[src/rtl/edit_ctrl.sv]
// rtl/edit_ctrl.sv - RUN/EDIT controller for clock/calendar field editing
// Define EDIT_CTRL_AUTO_REPEAT_EN to enable auto-repeat on held up/down buttons.
module edit_ctrl #(
  parameter int TIMEOUT_S   = 30,
  parameter int REPEAT_DLY  = 500,
  parameter int REPEAT_RATE = 100
) (
  input  logic       clk,
  input  logic       rst,
  input  logic       tick_1Hz,
  input  logic       btn_mode,
  input  logic       btn_up,
  input  logic       btn_down,
  output logic [2:0] select_item,
  output logic       run_en,
  output logic       up_pulse,
  output logic       down_pulse,
  output logic       blink
);

  localparam int TW = $clog2(TIMEOUT_S + 1);

  typedef enum logic {RUN, EDIT} state_t;

  state_t        state;
  logic          prev_mode, prev_up, prev_down;
  logic [TW-1:0] idle_cnt;
  logic          mode_press, up_press, down_press, timeout;
  logic          rep_up, rep_down, rep_fire;

  assign mode_press = btn_mode & ~prev_mode;
  assign up_press   = btn_up & ~prev_up;
  assign down_press = btn_down & ~prev_down;
  assign timeout    = tick_1Hz && (idle_cnt == TW'(TIMEOUT_S - 1));

`ifdef EDIT_CTRL_AUTO_REPEAT_EN
  localparam int RMAX = (REPEAT_DLY > REPEAT_RATE) ? REPEAT_DLY : REPEAT_RATE;
  localparam int RW   = $clog2(RMAX + 1);

  logic          rep_started, rep_held;
  logic [RW-1:0] rep_cnt;

  assign rep_held = (rep_up & btn_up) | (rep_down & btn_down);
  assign rep_fire = rep_held &&
                    (rep_cnt == (rep_started ? RW'(REPEAT_RATE - 1) : RW'(REPEAT_DLY - 1)));

  // Repeat tracks the last single-direction press; anything that leaves the field idles it.
  always_ff @(posedge clk) begin
    if (rst || state != EDIT || timeout || mode_press || (up_press && down_press)) begin
      rep_up      <= 1'b0;
      rep_down    <= 1'b0;
      rep_started <= 1'b0;
      rep_cnt     <= '0;
    end else if (up_press || down_press) begin
      rep_up      <= up_press;
      rep_down    <= down_press;
      rep_started <= 1'b0;
      rep_cnt     <= '0;
    end else if (rep_held) begin
      if (rep_fire) begin
        rep_cnt     <= '0;
        rep_started <= 1'b1;
      end else begin
        rep_cnt <= rep_cnt + RW'(1);
      end
    end else begin
      rep_up      <= 1'b0;
      rep_down    <= 1'b0;
      rep_started <= 1'b0;
      rep_cnt     <= '0;
    end
  end
`else
  assign rep_up   = 1'b0;
  assign rep_down = 1'b0;
  assign rep_fire = 1'b0;
`endif

  always_ff @(posedge clk) begin
    if (rst) begin
      state       <= RUN;
      select_item <= 3'd0;
      run_en      <= 1'b1;
      up_pulse    <= 1'b0;
      down_pulse  <= 1'b0;
      blink       <= 1'b0;
      idle_cnt    <= '0;
      // Held-through-reset buttons must be released before they count as a press.
      prev_mode   <= 1'b1;
      prev_up     <= 1'b1;
      prev_down   <= 1'b1;
    end else begin
      prev_mode  <= btn_mode;
      prev_up    <= btn_up;
      prev_down  <= btn_down;
      up_pulse   <= 1'b0;
      down_pulse <= 1'b0;
      case (state)
        RUN: begin
          select_item <= 3'd0;
          run_en      <= 1'b1;
          blink       <= 1'b0;
          idle_cnt    <= '0;
          if (mode_press) begin
            state       <= EDIT;
            select_item <= 3'd1;
            run_en      <= 1'b0;
            blink       <= 1'b1;
          end
        end
        EDIT: begin
          if (tick_1Hz) begin
            idle_cnt <= idle_cnt + TW'(1);
            blink    <= ~blink;
          end
          if (timeout) begin
            state       <= RUN;
            select_item <= 3'd0;
            run_en      <= 1'b1;
            blink       <= 1'b0;
            idle_cnt    <= '0;
          end else if (mode_press) begin
            idle_cnt <= '0;
            if (select_item == 3'd5) begin
              state       <= RUN;
              select_item <= 3'd0;
              run_en      <= 1'b1;
              blink       <= 1'b0;
            end else begin
              select_item <= select_item + 3'd1;
              blink       <= 1'b1;
            end
          end else if (up_press || down_press) begin
            idle_cnt   <= '0;
            up_pulse   <= up_press & ~down_press;
            down_pulse <= down_press & ~up_press;
          end else if (rep_fire) begin
            idle_cnt   <= '0;
            up_pulse   <= rep_up;
            down_pulse <= rep_down;
          end
        end
        default: state <= RUN;
      endcase
    end
  end

endmodule

[config.mk]
export PLATFORM = sky130hd
export DESIGN_NAME = edit_ctrl
export DESIGN_NICKNAME = d
export VERILOG_FILES = /design/src/rtl/edit_ctrl.sv
export SDC_FILE = /design/constraint.sdc
export NUM_CORES = 1
export LEC_CHECK = 0
export BUFFER_PORTS_ARGS = -buffer_cell sky130_fd_sc_hd__clkbuf_2
export CAP_MARGIN = 20
export CORE_MARGIN = 3
export CORE_UTILIZATION = 32
export CTS_CLUSTER_SIZE = 14
export DETAILED_ROUTE_END_ITERATION = 8
export PLACE_DENSITY = 0.53
export SKIP_CTS_REPAIR_TIMING = 1
export SYNTH_ARGS = -nofsm -noshare
export SYNTH_HDL_FRONTEND = slang
export SYNTH_SLANG_ARGS = --single-unit
[constraint.sdc]
create_clock -name clk -period 1.3 [get_ports clk]
set_input_delay 0.325 -clock clk [delete_from_list [all_inputs] [get_ports clk]]
set_output_delay 0.325 -clock clk [all_outputs]
set_load 0.005 [all_outputs]
# After elaboration in Yosys (flattened, before gate mapping)
# Cells that the tools add are included.
[op_classes] addsub=2 eq_ne=6 mux=24 bitwise_logic=13 reduce_logical=4
[op_table] op="2-to-1 mux 5 bit" count=4
[op_table] op="2-to-1 mux 1 bit" count=12
[op_table] op="case mux 5 bit (2 select lines)" count=1
[op_table] op="2-to-1 mux 3 bit" count=3
[op_table] op="inverter 1 bit" count=8
[op_table] op="!= test 3 x 1 -> 1 bit, second input constant" count=2
[op_table] op="case mux 1 bit (2 select lines)" count=3
[op_table] op="case mux 3 bit (2 select lines)" count=1
[op_table] op="adder 5 x 1 -> 5 bit, second input constant" count=1
[op_table] op="AND 1 bit" count=5
[op_table] op="== test 5 bit, second input constant" count=1
[op_table] op="!= test 5 x 2 -> 1 bit, second input constant" count=1
[op_table] op="OR reduction 5 bit" count=1
[op_table] op="!= test 4 x 2 -> 1 bit, second input constant" count=1
[op_table] op="adder 3 x 1 -> 3 bit, second input constant" count=1
[op_table] op="== test 3 bit, second input constant" count=1
[op_table] op="AND reduction 2 bit" count=1
[op_table] op="logical AND 1 bit" count=1
[op_table] op="logical OR 1 bit" count=1
[totals] regBits=16 input_bits=6 output_inout_bits=7 wordCells=59

# Longest topological paths before layout
# Gate-level depths: netlist of run 1.
[logic_depth] depth_word=7 depth_mapped=6 ltp_nobuf=6

# Worst setup path before layout of run 1
# OpenSTA, ideal clock, no wires.
[synth_path] kind="reg2reg" start="register idle_cnt[1]" end="register up_pulse" setup_time_ns=0.080 t_arrival_ns=1.238 t_required_ns=1.220 slack_ns=-0.018 path_stages_with_launch=6 n_path_buf=0 period_less_slack_ns=1.318 path_cell_list="dfxtp_1 -> inv_1 -> ha_1 -> nand3_2 -> or3b_1 -> nor3b_1"
[synth_via] elab_chain_cells=3
[synth_lines] element="from (decl)" line_no="27" source="logic [TW-1:0] idle_cnt;"
[synth_lines] element="from (signal assigned)" line_no="113" source="idle_cnt <= idle_cnt + TW'(1);"
[synth_lines] element="== test 5 bit" line_no="34" source="assign timeout = tick_1Hz && (idle_cnt == TW'(TIMEOUT_S - 1));"
[synth_lines] element="logical AND 1 bit" line_no="34"
[synth_lines] element="OR reduction 5 bit (no line)"
[synth_lines] element="to (signal assigned)" line_no="135" source="up_pulse <= up_press & ~down_press;"
[synth_lines] element="to (signal assigned)" line_no="139" source="up_pulse <= rep_up;"
[synth_lines] element="to (decl)" line_no="16" source="output logic up_pulse,"
# No other way between the ends.
# A chain may end at the register's enable or synchronous reset.

# Worst setup path in the final report of run 1
# Ends and elaborated chain as after synthesis.

==> run_results.csv, run 1 <==
group,metric,value,unit
setup_path,path_depth,5,
detailed_routing,drc_errors,0,
timing,hold_viol,0,
placed_design,dp_cells,127,
detailed_routing,wl_met1,672,µm
detailed_routing,ant_nets,0,
final_layout,drive_above_1_share,40.8,%
detailed_routing,num_vias,642,
timing,drv_slew,0,
die,rows,16,
die,die_h,53.3,µm
logic_synthesis,yosysSeqAreaShare,44.8,%
cts,clock-sinks,16,
detailed_routing,drtIter0Drc,13,
die,start_util,35.0,%
logic_synthesis,netlist_area,714,µm²
timing,period_share,97.8,%
detailed_routing,wl_met3,70,µm
global_routing,grt_pass1_vias,600,
cts,cts_tree,"done",
detailed_routing,routed-wl-met2,721,µm
job,max_cap_viol_count,0,
final_layout,final_cell_mix,"dfxtp_1 (14), clkbuf_2 (12), buf_4 (9)",
final_layout,final-seq-area,323,µm²
timing,tns,0,ns
setup_path,arrival,1.49,ns
timing,setup_viol_count_final,0,
global_routing,grt_antenna_before_repair,0,
detailed_routing,drt_wl_total,1470,µm
cts,h-tree-depth,1,
placed_design,dpl_cell_area,875,µm²
logic_synthesis,syn_area_per_cell,8.93,µm²
setup_path,cp_max_fo,5,
setup_path,crit_slowest_cell,"or3b_4",
global_routing,grt_pass1_wl,2550,µm
timing,period_minus_slack,1.27,ns
cts,clockRootBuffer,"clkbuf_4",
pwr,ir_drop,0.537,mV
detailed_routing,first_pass_iters,4,
logic_synthesis,synth_nets,88,
final_layout,multi_input_area,413,µm²
logic_synthesis,syn_inst,80,
final_layout,diodes,0,
final_layout,fin_cells,130,
die,fp.dieW,53.3,µm
pwr,p_per_area,896,mW/mm²
setup_path,max_stage_delay,0.39,ns
timing,rsz0062_at_grt,"true",
setup_path,reg2regPathDepth,5,
global_routing,grtUsageTotal,12.5,%
setup_path,crit_type,"reg2reg",
worst_hold_path,hold_depth,2,
setup_path,start_kind,"register",
cts,clock_latency,0.28,ns
final_layout,finish.instance_area,935,µm²
timing,relSlewSlack,80.9,%
setup_path,required,1.51,ns
timing,tightestPinTransition,0.285,ns
timing,finalClockSkew,0.00316,ns
pwr,p_leak,0.355,nW
setup_path,crit_family,"simple AND/OR/NAND/NOR gates",
setup_path,cp_num_buf_inv,1,
final_layout,nets,113,
timing,timing.fmax,0.787,GHz
final_layout,postLayoutCoreUtil,45.8,%
logic_synthesis,synth_cell_types,28,
detailed_routing,vias_per_cell,4.94,
logic_synthesis,ys_ff_latch,16,
logic_synthesis,yosysWarnings,0,
final_layout,area_growth,30.8,%
detailed_routing,wire_per_inst,11.3,µm
detailed_routing,topRoutingLayerUsed,"met4",
placed_design,routabilityCongestion,0.807,
final_layout,mostFrequentLayoutCell,"dfxtp_1",
setup_path,cp-end-kind,"register",
cts,clk_pin_slew,0.09,ns
die,ios,13,
timing,fin_hold_ws,0.234,ns
cts,cts_buffers,3,
placed_design,port_buffers,12,
cts,cts_buffer_depth,2,
setup_path,path_cells,"inv_1, ha_4, nand3_2, or3b_4, nor3b_2",
global_routing,grt_max_degree,11,
final_layout,nFillCells,221,
die,core_area,0.00204,mm²
global_routing,overflow,0,
worst_hold_path,hp-class,"in2reg",
outcome,status,"finished, final reports clean",
placed_design,dpl.hpwl,1120,µm
die,dieArea,0.00284,mm²
## worst reg2reg max path, stage by stage (launching register included)
cell     delay, ns
dfxtp_2       0.34
inv_1         0.06
ha_4          0.17
nand3_2       0.08
or3b_4        0.39
nor3b_2       0.17
## cell usage after synthesis
| master | count | area [µm²] |
|---|---|---|
| nand2_2 | 1 | 6.26 |
| nand3b_1 | 2 | 15.0 |
| dfxtp_1 | 16 | 320 |
| and3_4 | 1 | 11.3 |
| o21ai_0 | 4 | 20.0 |
| nand3_1 | 1 | 5.00 |
| nand3_2 | 1 | 10.0 |
| a31oi_1 | 3 | 18.8 |
| nand2b_1 | 1 | 6.26 |
| a22oi_1 | 2 | 15.0 |
| nor3_2 | 1 | 10.0 |
| clkbuf_1 | 1 | 3.75 |
| nor2_1 | 6 | 22.5 |
| nand2_1 | 6 | 22.5 |
| or3_1 | 1 | 6.26 |
| nand2b_4 | 1 | 13.8 |
| nor3b_1 | 3 | 22.5 |
| or4_4 | 1 | 11.3 |
| inv_1 | 4 | 15.0 |
| nor2b_1 | 2 | 12.5 |
| mux2_2 | 1 | 11.3 |
| and3_1 | 1 | 6.26 |
| ha_1 | 2 | 25.0 |
| a21oi_1 | 8 | 40.0 |
| nand4_1 | 2 | 12.5 |
| or2_2 | 3 | 18.8 |
| nor3_1 | 3 | 15.0 |
| or3b_1 | 2 | 17.5 |
## metal layers
layer | vias up | track usage (%)
li1 | 329 | -
met4 | 0 | 2.55
met3 | 2 | 5.92
met2 | 12 | 20.4
met5 | - | 0
met1 | 299 | 14.8
## worst paths after layout
path	endpoint	start	slack, ns
min reg2reg	blink	blink	0.51
max reg2reg	up_pulse	idle_cnt[1]	0.03
min	prev_down	btn_down	0.23
max	up_pulse	idle_cnt[1]	0.03
## area by class of cell
type / count / area share [%]
tap: 27 / 3.61
timing repair buffer: 21 / 13.7
inverter: 4 / 1.61
clock buffer: 3 / 2.41
sequential: 16 / 34.5
multi-input combinational: 59 / 44.2
## kinds of logic (layout without fill, tap and decap cells)
group	after synthesis	in the layout	share of synthesized area (%)
AOI/OAI and AO/OA	17	17	13.1
adders and majority gates	2	2	3.50
buffers and inverters	5	28	2.63
DFF	16	16	44.8
muxes	1	1	1.58
and+or+nand+nor	39	39	34.3
## power by group
part / internal (W) / switching, W / leakage [nW] / total, W
clock: 0.000108 / 0.000145 / 0.0138 / 0.000253
combinational: 0.0000396 / 0.0000376 / 0.211 / 0.0000771
sequential: 0.000502 / 0.00000612 / 0.131 / 0.000508
total: 0.000649 / 0.000189 / 0.355 / 0.000837
## state kept, by name, indices dropped and copies added (netlist names)
register	flops
blink	1
prev_down	1
prev_up	1
down_pulse	1
state	1
up_pulse	1
idle_cnt	5
prev_mode	1
select_item	3
run_en	1
## through the flow
stage	setup slack [ns]	total power (W)
floorplan	0.0210	0.000555
global placement	-0.0511	0.000590
detailed placement	-0.0851	0.000591
CTS	-0.0622	0.000844
global route	-0.0290	0.000879
finish	0.0288	0.000837
(Power assumes the default switching activity.)
==> inputs of run 2 (changes only) <==
- clock period: 1.3 -> 1.15 ns (I/O delays scaled with it)
==> run 2 against run 1 <==
- the flow now finishes with violations (negative setup slack)
- sequential share of layout area decreased by 4.7 points
- via count up 9.2%
- non-clock buffer count up 12
- die area unchanged
- global-route usage up 1.2 points
- hold slack worse by 0.045 ns
- sequential power grew 13%
- first-iteration DRC count down 69%
- combinational power rose by 40%
- flip-flop and latch count unchanged
- critical path depth unchanged
- critical endpoint unchanged
- largest cell class unchanged
==> run_results.csv, run 2 (same netlist as run 1, synthesis figures left out) <==
group,metric,value,unit
final_layout,nets,125,
global_routing,grt_antenna_before_repair,0,
global_routing,grt_pass1_vias,644,
pwr,p_leak,0.435,nW
final_layout,final_cell_mix,"buf_4 (18), clkbuf_2 (9), dfxtp_1 (8), dfxtp_2 (8)",
cts,cts_tree,"done",
placed_design,port_buffers,12,
setup_path,cp_num_buf_inv,1,
setup_path,cp_max_fo,5,
cts,clock-sinks,16,
die,fp.dieW,53.3,µm
timing,timing.fmax,0.779,GHz
timing,drv_slew,0,
timing,tightestPinTransition,0.268,ns
final_layout,largest_register_ffs,5,
timing,rsz0062_at_grt,"true",
job,max_cap_viol_count,0,
final_layout,fin_cells,143,
setup_path,crit_type,"reg2reg",
worst_hold_path,hold_depth,2,
detailed_routing,first_pass_iters,4,
detailed_routing,vias_per_cell,4.90,
detailed_routing,drtIter0Drc,4,
cts,h-tree-depth,1,
die,core_area,0.00204,mm²
global_routing,grt_pass1_wl,2700,µm
final_layout,top_register,"idle_cnt",
pwr,pwr-share-seq,54.2,%
final_layout,area_growth,55.2,%
pwr,comb_power_share,10.2,%
setup_path,cp-end-kind,"register",
timing,hold_viol,0,
cts,clockRootBuffer,"clkbuf_4",
setup_path,crit_slowest_cell,"or3b_4",
cts,cts_buffer_depth,2,
timing,period_share,112,%
setup_path,start_kind,"register",
detailed_routing,drc_errors,0,
detailed_routing,drt_wl_total,1690,µm
worst_hold_path,hp-class,"in2reg",
timing,fin_hold_ws,0.189,ns
cts,cts_buffers,3,
setup_path,path_cells,"inv_2, ha_4, nand3_4, or3b_4, nor3b_2",
die,dieArea,0.00284,mm²
placed_design,dpl.hpwl,1210,µm
outcome,violations,"negative setup slack",
placed_design,routabilityCongestion,0.732,
timing,relSlewSlack,82.1,%
die,ios,13,
outcome,status,"finished, violations left",
pwr,p_sw_share,22.7,%
final_layout,diodes,0,
timing,period_minus_slack,1.28,ns
die,rows,16,
setup_path,path_depth,5,
pwr,p_int,0.000819,W
timing,layout_setup_ws,-0.134,ns
detailed_routing,num_vias,701,
pwr,total_power,0.00106,W
setup_path,required,1.38,ns
setup_path,reg2regPathDepth,5,
cts,clock_latency,0.29,ns
pwr,p_per_area,956,mW/mm²
setup_path,crit_family,"simple AND/OR/NAND/NOR gates",
final_layout,drive_above_1_share,60.3,%
global_routing,overflow,0,
pwr,p_clk_share,35.6,%
placed_design,dp_cells,136,
die,die_h,53.3,µm
cts,clk_pin_slew,0.09,ns
detailed_routing,wire_per_inst,11.8,µm
final_layout,mostFrequentLayoutCell,"buf_4",
die,start_util,35.0,%
global_routing,grtUsageTotal,13.7,%
timing,setup_viol_count_final,10,
setup_path,arrival,1.51,ns
detailed_routing,ant_nets,0,
final_layout,postLayoutCoreUtil,54.3,%
pwr,p_switching,0.000240,W
final_layout,largestRegisters,"idle_cnt (5), select_item (3)",
global_routing,grt_max_degree,10,
pwr,ir_drop,0.632,mV
setup_path,max_stage_delay,0.39,ns
timing,finalClockSkew,0.00277,ns
-- run 2: changes by cell type in the layout (fill, tap and decap cells not counted), moves of 2 or more --
cell	delta
buf_6	+6
clkbuf_2	-3
nor2_1	-2
dfxtp_1	-6
nor2_2	+2
buf_4	+9
nand2_2	+2
dfxtp_2	+6
-- run 2: cell type report --
| cell class | count | area, µm² |
|---|---|---|
| fill | 201 | 933 |
| multi-input combinational | 59 | 445 |
| sequential | 16 | 330 |
| timing repair buffer | 33 | 248 |
| clock buffer | 4 | 36.3 |
| tap | 27 | 33.8 |
| inverter | 4 | 15.0 |
-- run 2: worst reg2reg max path, delay by kind of cell (launching register included) --
| family | cells | cell delay [ns] |
|---|---|---|
| AND/OR/NAND/NOR | 3 | 0.65 |
| flip-flops | 1 | 0.34 |
| adder cells (fa/ha/maj) | 1 | 0.17 |
| buffers and inverters | 1 | 0.04 |
-- run 2: through the flow --
step | worst slack, ns | setup TNS, ns | area (µm²)
after floorplan | -0.0675 | -0.442 | 736
final | -0.134 | -0.753 | 1110
after CTS | -0.143 | -0.949 | 997
after global placement | -0.134 | -1.06 | 961
after detailed placement | -0.143 | -1.13 | 961
after global routing | -0.198 | -1.47 | 1110
-- run 2: final timing paths --
path              end  slack, ns        start
max reg2reg  up_pulse      -0.13  idle_cnt[1]
max          up_pulse      -0.13  idle_cnt[1]
min           prev_up       0.19       btn_up
min reg2reg     blink       0.52        blink
-- run 2: power groups by stage --
stage	Combinational (W)	Clock [W]	Sequential, W
after floorplan	0.0000411	0	0.000587
after global placement	0.0000939	0	0.000586
after detailed placement	0.0000940	0	0.000586
after CTS	0.0000947	0.000394	0.000573
after global routing	0.000120	0.000410	0.000575
final	0.000108	0.000377	0.000574
-- run 2: metal layers --
| metal | global-route usage, % | wire, µm | vias up |
|---|---|---|---|
| met5 | 0 | 0 | - |
| met4 | 7.66 | 34 | 0 |
| met3 | 5.07 | 85 | 5 |
| met2 | 20.6 | 749 | 15 |
| met1 | 16.6 | 821 | 325 |
| li1 | - | - | 356 |
